$ cat src/rtl/counter_pkg.sv
// Shared definitions for the counting primitives: saturate/wrap mode codes
// and a helper that sizes a bus to hold 0..MOD-1.
package counter_pkg;

    localparam int CNT_MODE_WRAP = 0;
    localparam int CNT_MODE_SAT  = 1;

    // Number of bits needed to represent modulus-1 (never less than 1).
    function automatic int cnt_width(input longint unsigned modulus);
        longint unsigned top;
        int w;
        top = (modulus > 1) ? modulus - 1 : 0;
        w = 1;
        while (w < 64 && (top >> w) != 0) begin
            w++;
        end
        return w;
    endfunction

endpackage

$ cat src/rtl/mod_counter_next.sv
// Next-state logic for mod_counter: priority clr > load > en, with clamp on
// load and wrap or saturate at the bounds. Purely combinational.
module mod_counter_next
    import counter_pkg::*;
#(
    parameter int              WIDTH    = 4,
    parameter longint unsigned MOD      = 16,
    parameter int              SATURATE = CNT_MODE_WRAP
) (
    input  logic [WIDTH-1:0] q,
    input  logic             up,
    input  logic             en,
    input  logic             clr,
    input  logic             load,
    input  logic [WIDTH-1:0] load_val,
    output logic [WIDTH-1:0] next_q,
    output logic             next_ovf,
    output logic             next_udf
);

    // Bounds are compared one bit wider than q so MOD = 2**WIDTH cannot truncate.
    localparam logic [WIDTH:0] TOP = (WIDTH+1)'(MOD - 1);

    logic [WIDTH:0] q_ext;
    logic [WIDTH:0] lv_ext;
    logic           at_top;
    logic           at_bot;

    assign q_ext  = {1'b0, q};
    assign lv_ext = {1'b0, load_val};
    assign at_top = (q_ext == TOP);
    assign at_bot = (q_ext == '0);

    always_comb begin
        next_q   = q;
        next_ovf = 1'b0;
        next_udf = 1'b0;
        if (clr) begin
            next_q = '0;
        end else if (load) begin
            next_q = (lv_ext > TOP) ? TOP[WIDTH-1:0] : load_val;
        end else if (en) begin
            if (up) begin
                if (at_top) begin
                    next_ovf = 1'b1;
                    next_q   = (SATURATE == CNT_MODE_SAT) ? q : '0;
                end else begin
                    next_q = q + WIDTH'(1);
                end
            end else begin
                if (at_bot) begin
                    next_udf = 1'b1;
                    next_q   = (SATURATE == CNT_MODE_SAT) ? q : TOP[WIDTH-1:0];
                end else begin
                    next_q = q - WIDTH'(1);
                end
            end
        end
    end

endmodule

$ cat src/rtl/mod_counter.sv
// Parametrised modulo-N up/down counter: register stage around
// mod_counter_next, plus the combinational terminal-count output for cascading.
module mod_counter
    import counter_pkg::*;
#(
    parameter int              WIDTH    = 4,
    parameter longint unsigned MOD      = 16,
    parameter int              SATURATE = CNT_MODE_WRAP,
    parameter longint unsigned RST_VAL  = 0
) (
    input  logic             clk,
    input  logic             rst,
    input  logic             en,
    input  logic             up,
    input  logic             clr,
    input  logic             load,
    input  logic [WIDTH-1:0] load_val,
    output logic [WIDTH-1:0] q,
    output logic             tc,
    output logic             ovf,
    output logic             udf
);

    localparam logic [WIDTH:0] TOP = (WIDTH+1)'(MOD - 1);

    if (WIDTH < 1 || WIDTH > 32 || MOD < 2 || cnt_width(MOD) > WIDTH ||
        RST_VAL >= MOD ||
        (SATURATE != CNT_MODE_WRAP && SATURATE != CNT_MODE_SAT)) begin : g_bad_params
        $error("mod_counter: illegal parameters WIDTH=%0d MOD=%0d RST_VAL=%0d SATURATE=%0d",
               WIDTH, MOD, RST_VAL, SATURATE);
    end

    logic [WIDTH-1:0] next_q;
    logic             next_ovf;
    logic             next_udf;

    mod_counter_next #(
        .WIDTH    (WIDTH),
        .MOD      (MOD),
        .SATURATE (SATURATE)
    ) u_next (
        .q        (q),
        .up       (up),
        .en       (en),
        .clr      (clr),
        .load     (load),
        .load_val (load_val),
        .next_q   (next_q),
        .next_ovf (next_ovf),
        .next_udf (next_udf)
    );

    always_ff @(posedge clk or negedge rst) begin
        if (!rst) begin
            q   <= WIDTH'(RST_VAL);
            ovf <= 1'b0;
            udf <= 1'b0;
        end else begin
            q   <= next_q;
            ovf <= next_ovf;
            udf <= next_udf;
        end
    end

    // Terminal count feeds the next stage's en, so it must not wait for a clock.
    assign tc = en & ((up & ({1'b0, q} == TOP)) | (~up & (q == '0)));

endmodule

$ cat config.mk
export PLATFORM = sky130hd
export DESIGN_NAME = mod_counter
export DESIGN_NICKNAME = d
export VERILOG_FILES = /design/src/rtl/counter_pkg.sv /design/src/rtl/mod_counter_next.sv /design/src/rtl/mod_counter.sv
export SDC_FILE = /design/constraint.sdc
export NUM_CORES = 1
export LEC_CHECK = 0
export BUFFER_PORTS_ARGS = -buffer_cell sky130_fd_sc_hd__buf_2
export CAP_MARGIN = 20
export CORE_MARGIN = 1
export CORE_UTILIZATION = 30
export CTS_BUF_LIST = sky130_fd_sc_hd__clkbuf_16
export DETAILED_ROUTE_END_ITERATION = 10
export MAX_ROUTING_LAYER = met4
export RECOVER_POWER = 50
export SYNTH_ARGS = -nofsm -noshare
export SYNTH_HDL_FRONTEND = slang
export SYNTH_SLANG_ARGS = --single-unit
export TNS_END_PERCENT = 50
$ cat constraint.sdc
create_clock -name clk -period 1.6 [get_ports clk]
set_input_delay 0.16 -clock clk [delete_from_list [all_inputs] [get_ports clk]]
set_output_delay 0.16 -clock clk [all_outputs]
set_load 0.02 [all_outputs]
Word-level counts from Yosys, hierarchy flattened
Index checks and enable logic that the tools add are counted. W data, S select, Z words.

$add $sub $neg: 2. Multiply operators: 0. Divide/modulo/power cells: 0. Order comparisons: 1. Equality and inequality tests: 1. Shift-type cells: 0. Mux-type cells: 17. Bitwise gates (word level): 5. Reduce and logical (&&, ||, !) cells: 3.

Operators by type and width (count): $mux W4 (7); $mux W1 (10); $logic_not A5 Y1 (1); $add A4 B1 Y4 const B (1); $eq A4 B4 Y1 const B (1); $gt A4 B4 Y1 const B (1); $logic_not A4 Y1 (1); $sub A4 B1 Y4 const B (1); $and A1 B1 Y1 (3); $reduce_bool A3 Y1 (1); $not A1 Y1 (1); $or A1 B1 Y1 (1).

Register bits after elaboration: 6. Bits in latches: 0. RAM bits: 0. Bits in read-only memories: 0. Input bits: 10. Output and inout port bits: 7. Memories: 0.

Longest topological paths before layout
Gate-level depths: netlist of the first run.

Word-level depth: 6. Depth in mapped cells: 6. Depth with buffers taken out: 6.

Cells and area by module
From an unflattened synthesis of the first run, not the netlist that was laid out.

Cells, all modules: 53. Area, all modules: 457.9 um2.

Modules (own cells, without submodules): mod_counter_next (instances 1, cells an instance 42, area each 277.8 um2, sequential area each 0.0 um2); mod_counter (instances 1, cells an instance 11, area each 180.2 um2, sequential area each 150.1 um2).

Worst setup path after synthesis of the first run
OpenSTA, ideal clock, no wires.

Kind: reg2out. From: reg q[1]. To: out tc. Arrival time: 1.649 ns. Required time: 1.440 ns. Setup slack: -0.209 ns. Stages on the path, launching flop included: 6. Buffers on the path: 0. Cell sequence: dfrtp_1 -> inv_1 -> ha_1 -> nand2b_1 -> or3_1 -> a21boi_0.

Word-level cells in the longest chain between the ends: 4. Elaborated cells between the ends (all ways): 6.

RTL lines: from (decl) (RTL line mod_counter.sv:18) `output logic [WIDTH-1:0] q,`; from (signal assigned) (RTL line mod_counter.sv:55) `q <= WIDTH'(RST_VAL);`; from (signal assigned) (RTL line mod_counter.sv:59) `q <= next_q;`; $eq A4 B4 Y1 / $logic_not A4 Y1 (equally long branches) (RTL line mod_counter.sv:66) `assign tc = en & ((up & ({1'b0, q} == TOP)) | (~up & (q == '0)));`; $and A1 B1 Y1 (RTL line mod_counter.sv:66); $or A1 B1 Y1 * (RTL line mod_counter.sv:66); $and A1 B1 Y1 * (RTL line mod_counter.sv:66); to (decl) (RTL line mod_counter.sv:19) `output logic tc,`.

Mark *: on every way between the ends. The rest lies on a longest branch, timed or not.

Final worst setup path of the first run
From: reg q[0]. To: out tc.

The elaborated chain is that of the path after synthesis.

==> results of run 1 <==
what timing repair did:
| action | in CTS | in global routing |
|---|---|---|
| hold endpoints to repair | 6 | 0 |
| resized for setup | 5 | 2 |
| pin swaps | 1 | 1 |
| buffers inserted | 1 | 1 |
| hold buffers | 1 | 0 |
| gates cloned | 0 | 0 |
| endpoints found under the setup margin | 1 | 1 |
cell type report:
type	instances	area [µm²]	share of cell area
timing repair buffer	21	121	0.179
sequential	6	150	0.221
multi-input combinational	39	292	0.429
clock buffer	3	75.1	0.110
tap	15	18.8	0.0276
inverter	6	22.5	0.0331
metal layers:
metal	vias up	part of all wire	GRT usage
met5	-	0	-
met4	0	0.013	0.0750
met3	2	0.036	0.0333
met2	12	0.49	0.250
met1	202	0.46	0.214
li1	228	-	-
flip-flops by register name (all words and copies together), names as in the netlist:
signal	flops
q	4
udf	1
ovf	1
through the flow:
stage                     hold WS [ps]  area, µm²  setup TNS, ps  power (mW)
after global placement           -9.57        553              0       0.295
after floorplan                   -136        447              0       0.251
final                              147        679          -99.6       0.721
after detailed placement         -9.90        553              0       0.298
after global routing               155        679           -171       0.759
after CTS                          142        666           -117       0.723
worst max path at each step:
stage | startpoint | slack [ps] | depth (start not counted) | endpoint
after floorplan | q[1]$_DFFE_PN0P_ | 30 | 5 | tc
after global placement | q[0]$_DFFE_PN0P_ | 130 | 6 | tc
after detailed placement | q[0]$_DFFE_PN0P_ | 20 | 6 | tc
after CTS | q[1]$_DFFE_PN0P_ | -120 | 6 | tc
after global routing | q[1]$_DFFE_PN0P_ | -170 | 6 | tc
final | q[0]$_DFFE_PN0P_ | -100 | 6 | tc
placed cells by master (no fill, tap or decap), drive strengths merged:
cell type,instances
nand4,1
o31ai,1
nor2,5
nand2b,2
a21bo,1
inv,6
dfrtp,6
a41oi,1
xor2,2
or3,1
a221oi,1
a21oi,7
nand2,6
clkbuf,7
a311o,1
o21bai,1
mux2i,1
buf,16
a21boi,1
o21ai,2
mux2,1
ha,3
or4,1
dlygate4sd3,1
where the power goes:
part	switching (mW)	internal, mW	total (mW)
clock network	0.0820	0.321	0.403
registers	0.00935	0.161	0.170
logic	0.0774	0.0711	0.149
total	0.169	0.553	0.721
critical path: cells and delay by family, from the launching register on:
family          cells  cell delay (ps)
buf+inv             2              220
fa+ha+maj           1              160
simple gates        2              390
flops               1              370
compound gates      1              160
kinds of logic (layout without fill, tap and decap cells):
group,after synthesis,after routing
compound gates,16,16
xor+xnor,2,2
fa+ha+maj,3,3
buf+inv,8,30
flops,6,6
mux,2,2
simple gates,16,16
==> flow_metrics.tcl, run 1 <==
set metrics [dict create \
    status "finished with violations" \
    violations "negative setup slack" \
    drc 0 \
    gp_congestion 0.728 \
    cp_slowest_cell "dfrtp_1" \
    yosysTopAreaCell "dfrtp_1" \
    synth-async-reset-ratio 1.00 \
    pin_count 17 \
    grt_start_max_net_pins 9 \
    synth.area.top_cells "dfrtp_1 34%, ha_1 8.5%, a21oi_1 7.9%, nand2_1 5.1%, inv_1 4.2%" \
    drtPass1Iterations 3 \
    dp_hpwl_um 837 \
    clkTransAtPathRegs_ps 30 \
    fin_skew_ps 2.45 \
    rows 13 \
    syn_nets 66 \
    diodes 0 \
    drive_gt1_frac 0.360 \
    min_path_cells 2 \
    clk_latency_ps 230 \
    antenna_found_initial 0 \
    path_cells "inv_2 > ha_4 > nand2b_4 > or3_4 > a21boi_2 > buf_6" \
    synth_edf_count 0 \
    yosysMostFrequentCell "a21oi_1" \
    worst_ep_arrival_time_ps 1540 \
    synth_top_cell_area_share 0.339 \
    h-tree-depth 1 \
    n_fill_cell 137 \
    port_buffers 16 \
    yosys.area_share.simple 0.167 \
    crit_required_ps 1440 \
    p_per_area_mw_per_mm2 1060 \
    cts_sinks 6 \
    die_w_um 40.4 \
    placed_cells 84 \
    synth_cell_type_count 23 \
    grt_overflow 0 \
    cts_buffer_depth 2 \
    critPathMaxStageDelay_ps 370 \
    synthMuxAreaShare 0.0480 \
    drtAntennaViolNets 0 \
    vias 444 \
    rsz0062_at_grt "true" \
    fmax_ghz 0.588 \
    slew_headroom 0.791 \
    grt_pass1_vias 379 \
    hp-start "clr" \
    crit_type "flip-flop to output pin" \
    synth_fa_ha_area_frac 0.0847 \
    grt.total_usage 0.166 \
    ys_seq_elements 6 \
    finalWirelength_um 1110 \
    path_max_fanout 3 \
    rr_worst_depth 6 \
    synth_xor_area_frac 0.0395 \
    ys.flop_type "dfrtp_1" \
    r2r_slack_ps 110 \
    areaGrowthSynthToFinish_pct 53.4 \
    tritoncts "yes" \
    worst_slew_pin_slew_ps 313 \
    synth_compound_area_frac 0.254 \
    maxSlewViolCount 0 \
    utilization 0.509 \
    preCtsSetupSlack_ps 17.9 \
    synth_seq_area_share 0.339 \
    layout.nets 90 \
    syn_area_um2 443 \
    wl_per_cell_um 12.3 \
    holdPathEnd "q[2]$_DFFE_PN0P_" \
    peakVddDrop_uv 838 \
    r2r-start "q[0]$_DFFE_PN0P_" \
    root_buffer "clkbuf_16" \
    setup_violations 1 \
    synthCells 53 \
    r2r-end "q[3]$_DFFE_PN0P_" \
    end_kind "output pin" \
    maxCapViolations 0 \
    dieArea_mm2 0.00163 \
    fin_cells 90 \
    ys_warn_count 0 \
    initial_utilization 0.332 \
    viasPerCell 4.93 \
    syn-mean-instance-area_um2 8.36 \
    fin_crit_sh 1.06 \
    hold_viol 0 \
    numCtsBuffers 3 \
    grt_pass1_wl_um 1680 \
    final.min_clock_period_ps 1700 \
    synth_commonest_cells "7 x a21oi_1, 6 x dfrtp_1, 6 x nand2_1, 5 x inv_1, 5 x nor2_1" \
    core-area_mm2 0.00133 \
    p_leak_nw 0.326 \
    hp-class "primary input to flip-flop" \
    die_h_um 40.4 \
    drt_first_iter_violations 7 \
    cp-start-kind "flip-flop" \
    synth_top_family_by_area "compound AO/OA/AOI/OAI gates" \
    fin_ws_ps -99.6 \
]
No activity file was read; power rests on OpenSTA's default activity.
==> run 2: changes to the inputs <==
SYNTH_HIERARCHICAL = 1   (was default)
==> flow_metrics.tcl, run 2 <==
set metrics [dict create \
    status "finished with violations" \
    violations "negative setup slack" \
    grt_overflow 0 \
    yosysTopAreaCell "dfrtp_1" \
    synth_compound_area_frac 0.202 \
    clk_latency_ps 230 \
    maxSlewViolCount 0 \
    syn_nets 65 \
    finalWirelength_um 1330 \
    cts_sinks 6 \
    fin_ws_ps -59.8 \
    grt_pass1_vias 457 \
    maxCapViolations 0 \
    total_power_uw 756 \
    clkTransAtPathRegs_ps 40 \
    fmax_ghz 0.602 \
    drtAntennaViolNets 0 \
    reg_top3 "q: 4 flops, ovf: 1 flops, udf: 1 flops" \
    die_w_um 41.1 \
    pwr-share-clk 0.559 \
    holdPathEnd "q[0]$_DFF_PN0_" \
    switching_share 0.252 \
    p_int_uw 565 \
    drive_gt1_frac 0.413 \
    fin_cells 95 \
    viasPerCell 5.11 \
    crit_required_ps 1440 \
    die_h_um 41.1 \
    port_buffers 16 \
    gp_congestion 0.841 \
    largest_reg_flops 4 \
    synth_top_cell_area_share 0.328 \
    synth-async-reset-ratio 1.00 \
    cp-start-kind "flip-flop" \
    rr_worst_depth 6 \
    ys_seq_elements 6 \
    fin_skew_ps 3.71 \
    syn-mean-instance-area_um2 8.64 \
    wl_per_cell_um 14.0 \
    dp_hpwl_um 841 \
    cts_buffer_depth 2 \
    synth_cell_type_count 27 \
    pin_count 17 \
    rows 13 \
    hp-class "primary input to flip-flop" \
    comb_power_share 0.207 \
    fin_crit_sh 1.04 \
    grt_pass1_wl_um 2010 \
    rsz0062_at_grt "true" \
    synthCells 53 \
    hold_viol 0 \
    grt_start_max_net_pins 10 \
    synthMuxAreaShare 0.0437 \
    seq_power_share 0.233 \
    core-area_mm2 0.00137 \
    drc 0 \
    tritoncts "yes" \
    grt.total_usage 0.196 \
    setup_violations 3 \
    final_cell_mix "12 x buf_2, 10 x buf_4, 6 x inv_1, 6 x nor2_1, 4 x a21oi_1" \
    p_leak_nw 0.358 \
    antenna_found_initial 0 \
    vias 485 \
    placed_cells 85 \
    synth.area.top_cells "dfrtp_1 33%, ha_1 5.5%, inv_1 4.9%, nor2_1 4.9%, a21oi_1 4.4%" \
    areaGrowthSynthToFinish_pct 53.6 \
    synth_top_family_by_area "simple AND/OR/NAND/NOR gates" \
    dieArea_mm2 0.00169 \
    r2r-end "q[0]$_DFF_PN0_" \
    peakVddDrop_uv 869 \
    numCtsBuffers 3 \
    synth_commonest_cells "6 x dfrtp_1, 6 x inv_1, 6 x nor2_1, 4 x a21oi_1" \
    post_dp_cell_area_um2 568 \
    crit_type "flip-flop to output pin" \
    setup_tns_ps -103 \
    fin_area_um2 703 \
    final.min_clock_period_ps 1660 \
    synth_xor_area_frac 0.0383 \
    slew_headroom 0.764 \
    worst_slew_pin_slew_ps 353 \
    min_path_cells 2 \
    synth_seq_area_share 0.328 \
    synth_edf_count 0 \
    largest-register "q" \
    ys_warn_count 6 \
    diodes 0 \
    drtPass1Iterations 4 \
    r2r-start "q[0]$_DFF_PN0_" \
    r2r_slack_ps -40 \
    syn_area_um2 458 \
    hp-start "clr" \
    p_per_area_mw_per_mm2 1070 \
    layout.nets 93 \
    path_max_fanout 5 \
    initial_utilization 0.335 \
    h-tree-depth 1 \
    root_buffer "clkbuf_16" \
    worst_ep_arrival_time_ps 1500 \
    ys.flop_type "dfrtp_1" \
    yosys.area_share.simple 0.238 \
    netSwitchingPower_uw 190 \
    synth_fa_ha_area_frac 0.0546 \
    mostFrequentLayoutCell "buf_2" \
    end_kind "output pin" \
    drt_first_iter_violations 8 \
]
-- run 2: layout make-up --
class                   instances  area, µm²
flip-flops and latches          6        154
well taps                      15       18.8
clock buffers                   3       75.1
repair buffers                 26        156
multi-input cells              38        273
fillers                       145        663
inverters                       6       22.5
clock inverters                 1       3.75
-- run 2: how the worst max path moves through the flow --
stage | start | slack, ps | endpoint
2_1_floorplan | q[0]$_DFF_PN0_ | 6 | q[0]$_DFF_PN0_
3_3_place_gp | q[0]$_DFF_PN0_ | 30 | q[0]$_DFF_PN0_
3_5_place_dp | q[0]$_DFF_PN0_ | -8 | q[0]$_DFF_PN0_
4_1_cts | q[0]$_DFF_PN0_ | -60 | tc
5_1_grt | q[0]$_DFF_PN0_ | -100 | q[0]$_DFF_PN0_
6_report | q[0]$_DFF_PN0_ | -60 | tc
-- run 2: power by group through the flow --
stage	combinational, mW	clock (mW)	sequential [mW]
5_1_grt	0.172	0.439	0.178
3_5_place_dp	0.128	0	0.180
3_3_place_gp	0.127	0	0.180
6_report	0.157	0.423	0.176
4_1_cts	0.148	0.426	0.176
2_1_floorplan	0.0745	0	0.185
-- run 2: repair_timing --
action                                  in CTS  in global routing
endpoints found under the setup margin       2                  3
endpoints found under the hold margin        6                  0
resized for setup                            2                  3
hold buffers                                 1                  0
pin swaps                                    3                  2
setup buffers                                4                  1
-- run 2: cells by family (layout without fill, tap and decap cells) --
logic type                 after synthesis  in the layout
AOI/OAI and AO/OA                       13             13
xor gates and xnor gates                 2              2
adders and majority gates                2              2
buffers and inverters                    9             36
DFF                                      6              6
muxes                                    2              2
and+or+nand+nor                         19             19
-- run 2: layer usage --
| metal | wire length (µm) | part of all wire | vias up | global-route usage |
|---|---|---|---|---|
| met4 | 0 | 0 | 0 | 0.117 |
| met5 | 0 | 0 | - | - |
| met3 | 53 | 0.040 | 0 | 0.0326 |
| met1 | 616 | 0.46 | 225 | 0.230 |
| li1 | - | - | 246 | - |
| met2 | 656 | 0.49 | 14 | 0.309 |
-- run 2: worst max-delay path, cell delays in order, from the launching register on --
cell and delay [ps]:
dfrtp_2 420, or4_1 530, o22ai_1 160, buf_4 160
-- run 2: metrics by stage --
step                 util  hold WS (ps)  worst slack, ps
global route        0.515           153             -105
CTS                 0.508           139            -60.1
finish              0.515           140            -59.8
global placement    0.416         -11.7             33.6
detailed placement  0.416         -6.50            -8.05
floorplan               -          -136             5.68
